[src/rtl/bcd_display_scanner_if.sv]
// Bus between a packed-BCD source and the display scanner: load strobe in,
// multiplexed digit drive and status pulses out.
interface bcd_display_scanner_if #(
  parameter int NUM_DIGITS = 4
);
  localparam int IW = $clog2(NUM_DIGITS);

  logic                    load;
  logic [4*NUM_DIGITS-1:0] bcd_in;
  logic                    load_err;
  logic [3:0]              bcd_out;
  logic [NUM_DIGITS-1:0]   an_n;
  logic [IW-1:0]           digit_idx;
  logic                    frame_tick;

  modport master (
    output load, bcd_in,
    input  load_err, bcd_out, an_n, digit_idx, frame_tick
  );

  modport slave (
    input  load, bcd_in,
    output load_err, bcd_out, an_n, digit_idx, frame_tick
  );
endinterface

[src/rtl/bcd_display_scanner.sv]
// Time-multiplexed BCD digit scanner with dead-time between digits, leading-zero
// blanking and frame-aligned display updates; blank digits present 4'hF.
module bcd_display_scanner #(
  parameter int NUM_DIGITS = 4,
  parameter int PRESCALE   = 1000,
  parameter int DEADTIME   = 8,
  parameter bit LZB_EN     = 1'b1
) (
  input  logic                        clk,
  input  logic                        rst_n,
  bcd_display_scanner_if.slave        bus
);
  localparam int DW      = 4 * NUM_DIGITS;
  localparam int IW      = $clog2(NUM_DIGITS);
  localparam int CNT_MAX = (PRESCALE > DEADTIME) ? PRESCALE : DEADTIME;
  localparam int CW      = (CNT_MAX > 1) ? $clog2(CNT_MAX) : 1;

  localparam logic [CW-1:0] SHOW_LOAD  = CW'(PRESCALE - 1);
  localparam logic [CW-1:0] BLANK_LOAD = CW'((DEADTIME > 0) ? DEADTIME - 1 : 0);
  localparam logic [IW-1:0] LAST_IDX   = IW'(NUM_DIGITS - 1);

  typedef enum logic {
    ST_SHOW,
    ST_BLANK
  } state_t;

  state_t                r_state;
  logic [CW-1:0]         r_cnt;
  logic [IW-1:0]         r_digit_idx;
  logic [DW-1:0]         r_shadow;
  logic [DW-1:0]         r_display;
  logic [NUM_DIGITS-1:0] r_an_n;
  logic [3:0]            r_bcd_out;
  logic                  r_frame_tick;
  logic                  r_load_err;

  logic                  w_all_bcd;
  logic                  w_load_ok;
  logic [IW-1:0]         w_next_idx;
  logic [DW-1:0]         w_show_disp;
  logic                  w_lit;
  logic                  w_enter_show;

  // NOTE: the flag gets a default before the loop so no path leaves it unassigned (no latch).
  always_comb begin
    w_all_bcd = 1'b1;
    for (int k = 0; k < NUM_DIGITS; k++) begin
      if (bus.bcd_in[4*k +: 4] > 4'd9) w_all_bcd = 1'b0;
    end
  end

  assign w_load_ok    = bus.load && w_all_bcd;
  assign w_next_idx   = (r_digit_idx == LAST_IDX) ? '0 : r_digit_idx + 1'b1;
  // At the frame boundary a coincident valid load bypasses the shadow register.
  assign w_show_disp  = (w_next_idx == '0) ? (w_load_ok ? bus.bcd_in : r_shadow) : r_display;
  assign w_lit        = !LZB_EN || (w_next_idx == '0) || ((w_show_disp >> (4 * w_next_idx)) != '0);
  assign w_enter_show = (r_cnt == '0) && ((r_state == ST_BLANK) || (DEADTIME == 0));

  // NOTE: all state here uses non-blocking assignments so every register samples pre-edge values.
  always_ff @(posedge clk or negedge rst_n) begin
    if (!rst_n) begin
      r_state      <= ST_BLANK;
      r_cnt        <= '0;
      r_digit_idx  <= LAST_IDX;
      r_shadow     <= '0;
      r_display    <= '0;
      r_an_n       <= '1;
      r_bcd_out    <= 4'hF;
      r_frame_tick <= 1'b0;
      r_load_err   <= 1'b0;
    end else begin
      r_load_err   <= bus.load && !w_all_bcd;
      r_frame_tick <= 1'b0;
      if (w_load_ok) r_shadow <= bus.bcd_in;

      if (w_enter_show) begin
        r_state      <= ST_SHOW;
        r_cnt        <= SHOW_LOAD;
        r_digit_idx  <= w_next_idx;
        r_frame_tick <= (w_next_idx == '0);
        if (w_next_idx == '0) r_display <= w_show_disp;
        if (w_lit) begin
          r_an_n    <= ~(NUM_DIGITS'(1) << w_next_idx);
          r_bcd_out <= w_show_disp[4*w_next_idx +: 4];
        end else begin
          r_an_n    <= '1;
          r_bcd_out <= 4'hF;
        end
      end else if (r_cnt == '0) begin
        // Only reachable from SHOW with a non-zero dead-time.
        r_state   <= ST_BLANK;
        r_cnt     <= BLANK_LOAD;
        r_an_n    <= '1;
        r_bcd_out <= 4'hF;
      end else begin
        r_cnt <= r_cnt - 1'b1;
      end
    end
  end

  assign bus.an_n       = r_an_n;
  assign bus.bcd_out    = r_bcd_out;
  assign bus.digit_idx  = r_digit_idx;
  assign bus.frame_tick = r_frame_tick;
  assign bus.load_err   = r_load_err;
endmodule
[src/flat_wrapper.sv]
// flat-port wrapper written by rule: the top's interface ports become plain ports
module bcd_display_scanner_flat 
#(
  parameter int NUM_DIGITS = 4,
  parameter int PRESCALE   = 1000,
  parameter int DEADTIME   = 8,
  parameter bit LZB_EN     = 1'b1
)
  (clk, rst_n, bus_load, bus_bcd_in, bus_load_err, bus_bcd_out, bus_an_n, bus_digit_idx, bus_frame_tick);
  bcd_display_scanner_if #(.NUM_DIGITS(NUM_DIGITS)) bus_i ();
  input  logic clk;
  input  logic rst_n;
  input wire logic [$bits(bus_i.load)-1:0] bus_load;
  input wire logic [$bits(bus_i.bcd_in)-1:0] bus_bcd_in;
  output wire logic [$bits(bus_i.load_err)-1:0] bus_load_err;
  output wire logic [$bits(bus_i.bcd_out)-1:0] bus_bcd_out;
  output wire logic [$bits(bus_i.an_n)-1:0] bus_an_n;
  output wire logic [$bits(bus_i.digit_idx)-1:0] bus_digit_idx;
  output wire logic [$bits(bus_i.frame_tick)-1:0] bus_frame_tick;
  assign bus_i.load = bus_load;
  assign bus_i.bcd_in = bus_bcd_in;
  assign bus_load_err = bus_i.load_err;
  assign bus_bcd_out = bus_i.bcd_out;
  assign bus_an_n = bus_i.an_n;
  assign bus_digit_idx = bus_i.digit_idx;
  assign bus_frame_tick = bus_i.frame_tick;
  bcd_display_scanner #(.NUM_DIGITS(NUM_DIGITS), .PRESCALE(PRESCALE), .DEADTIME(DEADTIME), .LZB_EN(LZB_EN)) u_core (.clk(clk), .rst_n(rst_n), .bus(bus_i));
endmodule
[config.mk]
export PLATFORM = sky130hd
export DESIGN_NAME = bcd_display_scanner_flat
export DESIGN_NICKNAME = d
export VERILOG_FILES = /design/src/rtl/bcd_display_scanner_if.sv /design/src/rtl/bcd_display_scanner.sv /design/src/flat_wrapper.sv
export SDC_FILE = /design/constraint.sdc
export NUM_CORES = 1
export LEC_CHECK = 0
export CAP_MARGIN = 20
export CORE_MARGIN = 5
export CORE_UTILIZATION = 50
export CTS_CLUSTER_DIAMETER = 30
export CTS_CLUSTER_SIZE = 28
export DETAILED_ROUTE_END_ITERATION = 8
export PLACE_DENSITY = 0.73
export SLEW_MARGIN = 10
export SYNTH_ARGS = -nofsm -noshare
export SYNTH_HDL_FRONTEND = slang
export SYNTH_SLANG_ARGS = --single-unit
[constraint.sdc]
create_clock -name clk -period 2.8 [get_ports clk]
set_input_delay 0.84 -clock clk [delete_from_list [all_inputs] [get_ports clk]]
set_output_delay 0.84 -clock clk [all_outputs]
set_load 0.01 [all_outputs]
# Yosys cells after proc, flatten, opt, wreduce, memory -nomap -nowiden
# Index checks and enable logic that the tools add are counted.
op_classes:
  order_cmp: 4
  mul: 0
  n_eq_ne: 1
  addsub: 2
  n_shift: 3
  n_reduce_logical: 10
  mux: 17
  div_mod_pow: 0
  bitwise: 1
op_table:
  columns: ["operator", "count"]
  rows:
  - ["$mux 16", 2]
  - ["$mux 10", 2]
  - ["$mux 4", 5]
  - ["$gt 4x4->1 const B", 4]
  - ["$reduce_bool 16->1", 1]
  - ["$shiftx 16x5->4", 1]
  - ["$shr 16x4->16", 1]
  - ["$logic_not 10->1", 1]
  - ["$sub 10x1->10 const B", 1]
  - ["$mux 1", 7]
  - ["$not 4->4", 1]
  - ["$shl 1x2->4 const A", 1]
  - ["$logic_and 1x1->1", 3]
  - ["$add 2x1->2 const B", 1]
  - ["$eq 2x2->1 const B", 1]
  - ["$logic_not 2->1", 1]
  - ["$mux 2", 1]
  - ["$reduce_and 2->1", 1]
  - ["$reduce_bool 2->1", 1]
  - ["$logic_not 1->1", 1]
  - ["$logic_or 1x1->1", 1]
totals:
  latchBits: 0
  mem_count: 0
  ff_bits: 55
  ram_bits: 0
  output_inout_bits: 12
  mem_bits_ro: 0
  word_cells: 47

# Logic depth before layout (Yosys ltp)
# Gate-level depths: netlist of the first run.
logic_depth:
  word_depth: 13
  depth_mapped: 9

# Worst setup path after synthesis of the first run
# No wires, ideal clock.
synth_path:
  path_type: "register -> register"
  from: "reg u_core.r_digit_idx[0], in the netlist u_core.bus.digit_idx[0]"
  to: "reg u_core.r_bcd_out[1], in the netlist u_core.bus.bcd_out[1]"
  path_stages_with_launch: 9
  path_buffers: 2
  setup_ps: 97
  slack_ps: 583
  arrival_time_ps: 2120
  required_time_ps: 2703
  path_cell_list: "dfstp_2 > buf_2 > inv_1 > ha_1 > clkbuf_2 > mux4_2 > nor2_1 > a221o_1 > a31oi_1"
synth_between:
  elab_chain_len: 9
  word_cells_on_any_way: 11
  classes_between: "add/sub: 1; eq/ne: 1; shift: 2; mux: 4; reduce/logical: 3"
synth_rtl:
  columns: ["item", "line_no", "source"]
  rows:
  - ["from (decl)", "bcd_display_scanner.sv:29", "logic [IW-1:0] r_digit_idx;"]
  - ["from (signal assigned)", "bcd_display_scanner.sv:79", "r_digit_idx <= w_next_idx;"]
  - ["$add 2x1->2 / $eq 2x2->1 (equally long branches)", "bcd_display_scanner.sv:53", "assign w_next_idx = (r_digit_idx == LAST_IDX) ? '0 : r_digit_idx + 1'b1;"]
  - ["$mux 2 (*)", "bcd_display_scanner.sv:53", null]
  - ["named net u_core.w_next_idx[1]", "bcd_display_scanner.sv:39", "logic [IW-1:0] w_next_idx;"]
  - ["$logic_not 2->1", "bcd_display_scanner.sv:55, bcd_display_scanner.sv:56", null]
  - ["$mux 16", "bcd_display_scanner.sv:55", "assign w_show_disp = (w_next_idx == '0) ? (w_load_ok ? bus.bcd_in : r_shadow) : r_display;"]
  - ["$shr 16x4->16", "bcd_display_scanner.sv:56", "assign w_lit = !LZB_EN || (w_next_idx == '0) || ((w_show_disp >> (4 * w_next_idx)) != '0);"]
  - ["$reduce_bool 16->1", "bcd_display_scanner.sv:56", null]
  - ["$logic_or 1x1->1", "bcd_display_scanner.sv:56", null]
  - ["$mux 4 (*)", "bcd_display_scanner.sv:82", "if (w_lit) begin"]
  - ["$mux 4 (*)", "bcd_display_scanner.sv:76", "if (w_enter_show) begin"]
  - ["to (signal assigned)", "bcd_display_scanner.sv:84", "r_bcd_out <= w_show_disp[4*w_next_idx +: 4];"]
  - ["to (decl)", "bcd_display_scanner.sv:33", "logic [3:0] r_bcd_out;"]
# Mark *: on every way through the listed nets, which the timed path passes. The rest lies on a longest branch.
# A chain may end at the register's enable or synchronous reset.

# Worst setup path in the final report of the first run
layout_path:
  from: "in bus_bcd_in[2]"
  to: "reg u_core.r_an_n[3], in the netlist u_core.bus.an_n[3]"
layout_between:
  elab_chain_len: 13
layout_rtl:
  columns: ["item", "line_no", "source"]
  rows:
  - ["from (decl)", "flat_wrapper.sv:14", "input wire logic [$bits(bus_i.bcd_in)-1:0] bus_bcd_in;"]
  - ["$gt 4x4->1", "bcd_display_scanner.sv:48", "if (bus.bcd_in[4*k +: 4] > 4'd9) w_all_bcd = 1'b0;"]
  - ["$mux 1 (4 in a row)", "bcd_display_scanner.sv:48", null]
  - ["$logic_and 1x1->1", "bcd_display_scanner.sv:52", "assign w_load_ok = bus.load && w_all_bcd;"]
  - ["$mux 16 (*) (2 in a row)", "bcd_display_scanner.sv:55", null]
  - ["$shr 16x4->16 (*)", "bcd_display_scanner.sv:56", null]
  - ["$reduce_bool 16->1 (*)", "bcd_display_scanner.sv:56", null]
  - ["$logic_or 1x1->1 (*)", "bcd_display_scanner.sv:56", null]
  - ["$mux 4 (*)", "bcd_display_scanner.sv:82", null]
  - ["$mux 4 (*)", "bcd_display_scanner.sv:76", null]
  - ["to (signal assigned)", "bcd_display_scanner.sv:83", "r_an_n <= ~(NUM_DIGITS'(1) << w_next_idx);"]
  - ["to (decl)", "bcd_display_scanner.sv:32", "logic [NUM_DIGITS-1:0] r_an_n;"]
# Mark *: on every way between the ends. The rest lies on a longest branch, timed or not.

==> results_dict.tcl, run 1 <==
set metrics [dict create \
    synth_area_um2 2641 \
    worst-path-max-fanout 13 \
    setup_viol 0 \
    syn_nets 266 \
    synth-async-reset-ratio_pct 100.0 \
    rr_worst_depth 6 \
    r2r-start "u_core.bus.digit_idx[0]$_DFFE_PN1P_" \
    grt_use_total_pct 18.29 \
    seqPwrFrac_pct 58.4 \
    drt-total-wl_um 5462 \
    route.detailed.drc 0 \
    vdd_drop_max_mv 0.3680 \
    antenna_found_initial 0 \
    start_util_pct 51.71 \
    yosys.area.top_type_share_pct 41.69 \
    area_delta_synth_final_pct 19.28 \
    synth.avg_cell_area_um2 10.91 \
    cp-end-kind "flip-flop" \
    grt_overflow_total 0 \
    synth_top_area_cell "dfrtp_1" \
    status "complete, no violations" \
    fin_crit_sh_pct 90.49 \
    cts_tree "done" \
    synthSimpleGateAreaFrac_pct 17.76 \
    final_cell_mix "44 x dfrtp_1, 42 x nand2_1, 29 x clkdlybuf4s50_1" \
    cp_num_buf_inv 1 \
    antenna_cells 0 \
    die_x_um 82.68 \
    muxShareOfSynthArea_pct 9.853 \
    io_pins 31 \
    drt_pre_antenna_iters 4 \
    mostFrequentLayoutCell "dfrtp_1" \
    nFillCells 442 \
    core_um2 5107 \
    hold_buffers 0 \
    crit_slowest_cell "clkdlybuf4s50_1" \
    worstSetupStartpoint "bus_bcd_in[2]" \
    fin_util_pct 61.69 \
    synth_cell_types 47 \
    worst_slack_ns 0.2664 \
    final_nets 306 \
    row_count 26 \
    viasPerCell 5.408 \
    leakagePower_nw 1.405 \
    synth_top_family_by_area "simple AND/OR/NAND/NOR gates" \
    die_area_um2 6836 \
    final.setup.tns_ns 0 \
    critical-path-top-delay-family "compound AO/OA/AOI/OAI gates" \
    finalWeightedCongestion 0.8290 \
    cts_made_buffers 5 \
    critPathKind "primary input to flip-flop" \
    cts_max_level 2 \
    synthAdderAreaFrac_pct 2.369 \
    yosysSeqAreaShare_pct 52.63 \
    crit_path_cell_trace "clkdlybuf4s50_1, o21ai_0, and4_1, nand2_8, a221oi_2, o221ai_2, a31oi_1" \
    io_buffers 30 \
    wl_per_cell_um 15.47 \
    worst_pin_slew_ns 0.5917 \
    ant_nets 0 \
    startpoint_type "primary input" \
    synthFlopType "dfrtp_1" \
    p_comb_share_pct 13.6 \
    p_clk_share_pct 28.0 \
    synth_xor_area_share_pct 2.321 \
    ys_warn_count 0 \
    hold_viol_final 0 \
    powerDensity_nw_per_um2 477.4 \
    cp.depth 7 \
    dr.first_iter.drc_count 94 \
    root_buffer "clkbuf_8" \
    worst_ep_arrival_time_ns 2.76 \
    netlist_top_cells_area "dfrtp_1 42%, dfstp_2 11%, nand2_1 6.0%" \
    grt_pass1_wl_um 9377 \
    postCtsSetupRepairBufs 0 \
    p_int_mw 1.147 \
    relSlewSlack_pct 60.39 \
    synth_compound_area_share_pct 10.52 \
    layout-drive-gt1-share_pct 19.08 \
    cap_viol_max_count 0 \
    min_period_ns 2.534 \
    hp-class "primary input to async pin" \
    finClkSkew_ns 0.01115 \
    cts.sinks 55 \
    p_switching_mw 0.3566 \
    cts_resized 0 \
    postSynthCellCount 242 \
    grt_max_degree 35 \
    max_freq_mhz 394.7 \
    swShare_pct 23.71 \
    grt_setup_unrepaired "no" \
    synth-edff-count 0 \
    yosys_register_bits 55 \
    dp_slack_ns -0.08673 \
    dr_total_vias 1909 \
    clock_latency_ns 0.31 \
    hold_slack_ns 0.4784 \
    dpl.hpwl_um 4158 \
    cp.required_ns 3.03 \
    grt_pass1_vias 1985 \
    critPathMaxStageDelay_ns 0.42 \
    cts_buffer_depth 2 \
    cts.clk_slew.worst_paths_ns 0.10 \
    die_y_um 82.68 \
    finalMaxSlewViolations 0 \
]
## synthesized netlist by cell type, types with 2 or more instances
master / n
and2_1: 3
nand3_2: 2
ha_1: 5
xor2_1: 3
a221o_1: 4
xnor2_1: 4
dfrtp_1: 44
nor2_1: 23
or4_1: 2
buf_2: 4
mux4_2: 4
a21oi_1: 4
a31oi_1: 7
mux2_2: 8
dfstp_2: 11
clkbuf_1: 4
nor4_1: 3
nand2_1: 42
o21ai_1: 2
o21ai_0: 13
nor3_1: 6
mux2i_1: 8
inv_1: 12
## final cells by class
| type | instances | area [um^2] | share of cell area (%) |
|---|---|---|---|
| Sequential cell | 55 | 1390 | 44.12 |
| Tap cell | 70 | 87.58 | 2.780 |
| Timing Repair Buffer | 44 | 412.9 | 13.11 |
| Multi-Input combinational cell | 163 | 1131 | 35.90 |
| Inverter | 13 | 48.80 | 1.549 |
| Clock buffer | 8 | 80.08 | 2.542 |
## layer usage
| metal | wire [um] | global-route usage [%] | part of all wire (%) |
|---|---|---|---|
| met1 | 2403 | 22.47 | 44 |
| met4 | 73 | 5.719 | 1.3 |
| met2 | 2772 | 31.57 | 51 |
| met5 | 0 | 0 | 0 |
| met3 | 213 | 4.555 | 3.9 |
## path summary, 6_finish.rpt
kind                                                          end  slack, ns
worst min-delay path                    u_core.r_cnt[5]$_DFF_PN0_       0.48
max in group asynchronous         u_core.r_display[0]$_DFFE_PN0P_       1.76
min in group clk                 u_core.r_display[14]$_DFFE_PN0P_       0.49
worst max register to register  u_core.bus.bcd_out[1]$_DFFE_PN1P_       0.38
worst min register to register   u_core.r_display[14]$_DFFE_PN0P_       0.49
worst max-delay path               u_core.bus.an_n[3]$_DFFE_PN1P_       0.27
## cell families after synthesis
group | Yosys count
compound gates | 39
xor+xnor | 7
fa+ha+maj | 5
buf+inv | 24
flops | 55
mux | 20
simple gates | 92
## power by group through the flow
stage	registers [mW]	clock network, mW	logic [mW]
floorplan	0.887	0	0.0909
global placement	0.892	0	0.201
detailed placement	0.893	0	0.206
CTS	0.878	0.437	0.207
global route	0.883	0.471	0.225
finish	0.878	0.421	0.204
## through the flow
| step | area, um^2 | std cells | power [mW] |
|---|---|---|---|
| floorplan | 2641 | 242 | 0.9776 |
| global placement | 3070 | 345 | 1.094 |
| detailed placement | 3070 | 345 | 1.099 |
| CTS | 3151 | 353 | 1.522 |
| global route | 3151 | 353 | 1.579 |
| finish | 3151 | 353 | 1.504 |
## flip-flops by register name, summed over array words and instances (netlist names)
name and flops:
u_core.bus.frame_tick 1, u_core.r_cnt 10, u_core.bus.bcd_out 4, u_core.r_display 16, u_core.bus.digit_idx 2, u_core.bus.load_err 1, u_core.bus.an_n 4, u_core.r_state 1
u_core.r_shadow 16
Power figures use the tool's default switching activity.
==> inputs of run 2 (changes only) <==
--- a/config.mk
+++ b/config.mk
@@ -11,6 +11,7 @@
 export CTS_CLUSTER_DIAMETER = 30
 export CTS_CLUSTER_SIZE = 28
 export DETAILED_ROUTE_END_ITERATION = 8
+export GPL_TIMING_DRIVEN = 0
 export PLACE_DENSITY = 0.73
 export SLEW_MARGIN = 10
 export SYNTH_ARGS = -nofsm -noshare
==> results_dict.tcl, run 2 (synthesis gave the netlist of run 1 again) <==
set metrics [dict create \
    dpl.hpwl_um 3889 \
    leakagePower_nw 1.391 \
    die_x_um 82.68 \
    startpoint_type "primary input" \
    dr.first_iter.drc_count 62 \
    fin_area_um2 3148 \
    critPathMaxStageDelay_ns 0.42 \
    finClkSkew_ns 0.01207 \
    io_pins 31 \
    hold_viol_final 0 \
    rr_worst_depth 8 \
    final_cell_mix "44 x dfrtp_1, 42 x nand2_1, 29 x clkdlybuf4s50_1" \
    finalMaxSlewViolations 0 \
    grt_use_total_pct 17.38 \
    drt-total-wl_um 5161 \
    vdd_drop_max_mv 0.3399 \
    start_util_pct 51.71 \
    dr_total_vias 1875 \
    die_area_um2 6836 \
    drt_pre_antenna_iters 4 \
    grt_pass1_vias 1911 \
    final_nets 304 \
    cp_num_buf_inv 3 \
    min_period_ns 2.608 \
    ff2ff_setup_slack_ns 0.34 \
    fin_crit_sh_pct 93.13 \
    cp-end-kind "flip-flop" \
    reg_top3 "u_core.r_display (16), u_core.r_shadow (16), u_core.r_cnt (10)" \
    cts_buffer_depth 2 \
    cts.clk_slew.worst_paths_ns 0.10 \
    status "complete, no violations" \
    grt_overflow_total 0 \
    worst_slack_ns 0.1923 \
    mostFrequentLayoutCell "dfrtp_1" \
    clock_latency_ns 0.31 \
    dp_slack_ns -0.1470 \
    reg2reg_to "u_core.bus.bcd_out[1]$_DFFE_PN1P_" \
    worst_ep_arrival_time_ns 2.84 \
    grt_pass1_wl_um 8983 \
    hp-class "primary input to async pin" \
    layout-drive-gt1-share_pct 18.15 \
    cts_tree "done" \
    core_um2 5107 \
    grt_max_degree 34 \
    wl_per_cell_um 14.70 \
    final.setup.tns_ns 0 \
    route.detailed.drc 0 \
    crit_path_cell_trace "clkdlybuf4s50_1, o21ai_0, and4_1, buf_6, nand2_8, buf_12, mux2i_1, a221o_1, a31oi_1" \
    cts_made_buffers 5 \
    cap_viol_max_count 0 \
    grt_setup_unrepaired "no" \
    antenna_cells 0 \
    critPathKind "primary input to flip-flop" \
    die_y_um 82.68 \
    cts.sinks 55 \
    ant_nets 0 \
    cp.required_ns 3.03 \
    antenna_found_initial 0 \
    fin_util_pct 61.64 \
    placed_area_um2 3044 \
    critical-path-top-delay-family "buffers and inverters" \
    io_buffers 30 \
    relSlewSlack_pct 60.41 \
    worst_pin_slew_ns 0.5913 \
    hold_buffers 0 \
    setup_viol 0 \
    powerDensity_nw_per_um2 481.6 \
    r2r-start "u_core.bus.digit_idx[0]$_DFFE_PN1P_" \
    postCtsSetupRepairBufs 0 \
    viasPerCell 5.342 \
    row_count 26 \
    nFillCells 432 \
    max_freq_mhz 383.5 \
    area_delta_synth_final_pct 19.19 \
    crit_slowest_cell "clkdlybuf4s50_1" \
    root_buffer "clkbuf_8" \
    worst-path-max-fanout 10 \
    cts_resized 0 \
    cts_max_level 2 \
    finalWeightedCongestion 0.8464 \
]
run 2: changes by cell type in the layout (fill, tap and decap cells not counted), sizes merged:
cell	delta
buf	-7
clkbuf	+4
clkinvlp	+1
run 2: metrics by stage:
stage | total power, mW | hold WS [ns] | std cells
after global placement | 1.051 | 0.4791 | 342
after detailed placement | 1.056 | 0.4835 | 343
after floorplan | 0.9776 | 0.4468 | 242
after CTS | 1.534 | 0.5053 | 351
final | 1.516 | 0.4944 | 351
after global routing | 1.593 | 0.5231 | 351
run 2: where the power goes:
part           internal, mW  total, mW  switching (mW)
sequential            0.857      0.874          0.0175
combinational        0.0768      0.164          0.0870
clock                 0.225      0.478           0.253
total                  1.16       1.52           0.357
run 2: worst max path at each step:
stage / endpoint / cells after the start / from / slack [ns]
final: u_core.bus.bcd_out[3]$_DFFE_PN1P_ / 9 / bus_bcd_in[2] / 0.19
after global routing: u_core.bus.an_n[1]$_DFFE_PN1P_ / 8 / bus_bcd_in[2] / 0.08
after CTS: u_core.bus.bcd_out[3]$_DFFE_PN1P_ / 9 / bus_bcd_in[2] / 0.17
after floorplan: u_core.bus.bcd_out[1]$_DFFE_PN1P_ / 8 / u_core.bus.digit_idx[0]$_DFFE_PN1P_ / 0.58
after global placement: u_core.r_shadow[2]$_DFF_PN0_ / 1 / rst_n / -0.76
after detailed placement: u_core.bus.bcd_out[3]$_DFFE_PN1P_ / 9 / bus_bcd_in[2] / -0.15
run 2: area by class of cell:
class,instances,area (um^2),share of cell area [%]
multi-input combinational,163,1131,35.93
timing repair buffer,31,315.3,10.02
buffer,11,71.32,2.266
clock inverter,1,7.507,0.2385
sequential,55,1390,44.16
clock buffer,7,96.34,3.060
inverter,13,48.80,1.550
tap,70,87.58,2.782
run 2: routing by layer:
metal  part of all wire [%]  global-route usage (%)
met2                     49                   29.33
met1                     45                   22.38
met5                      0                       0
met4                    1.3                   5.556
met3                    4.8                   3.579
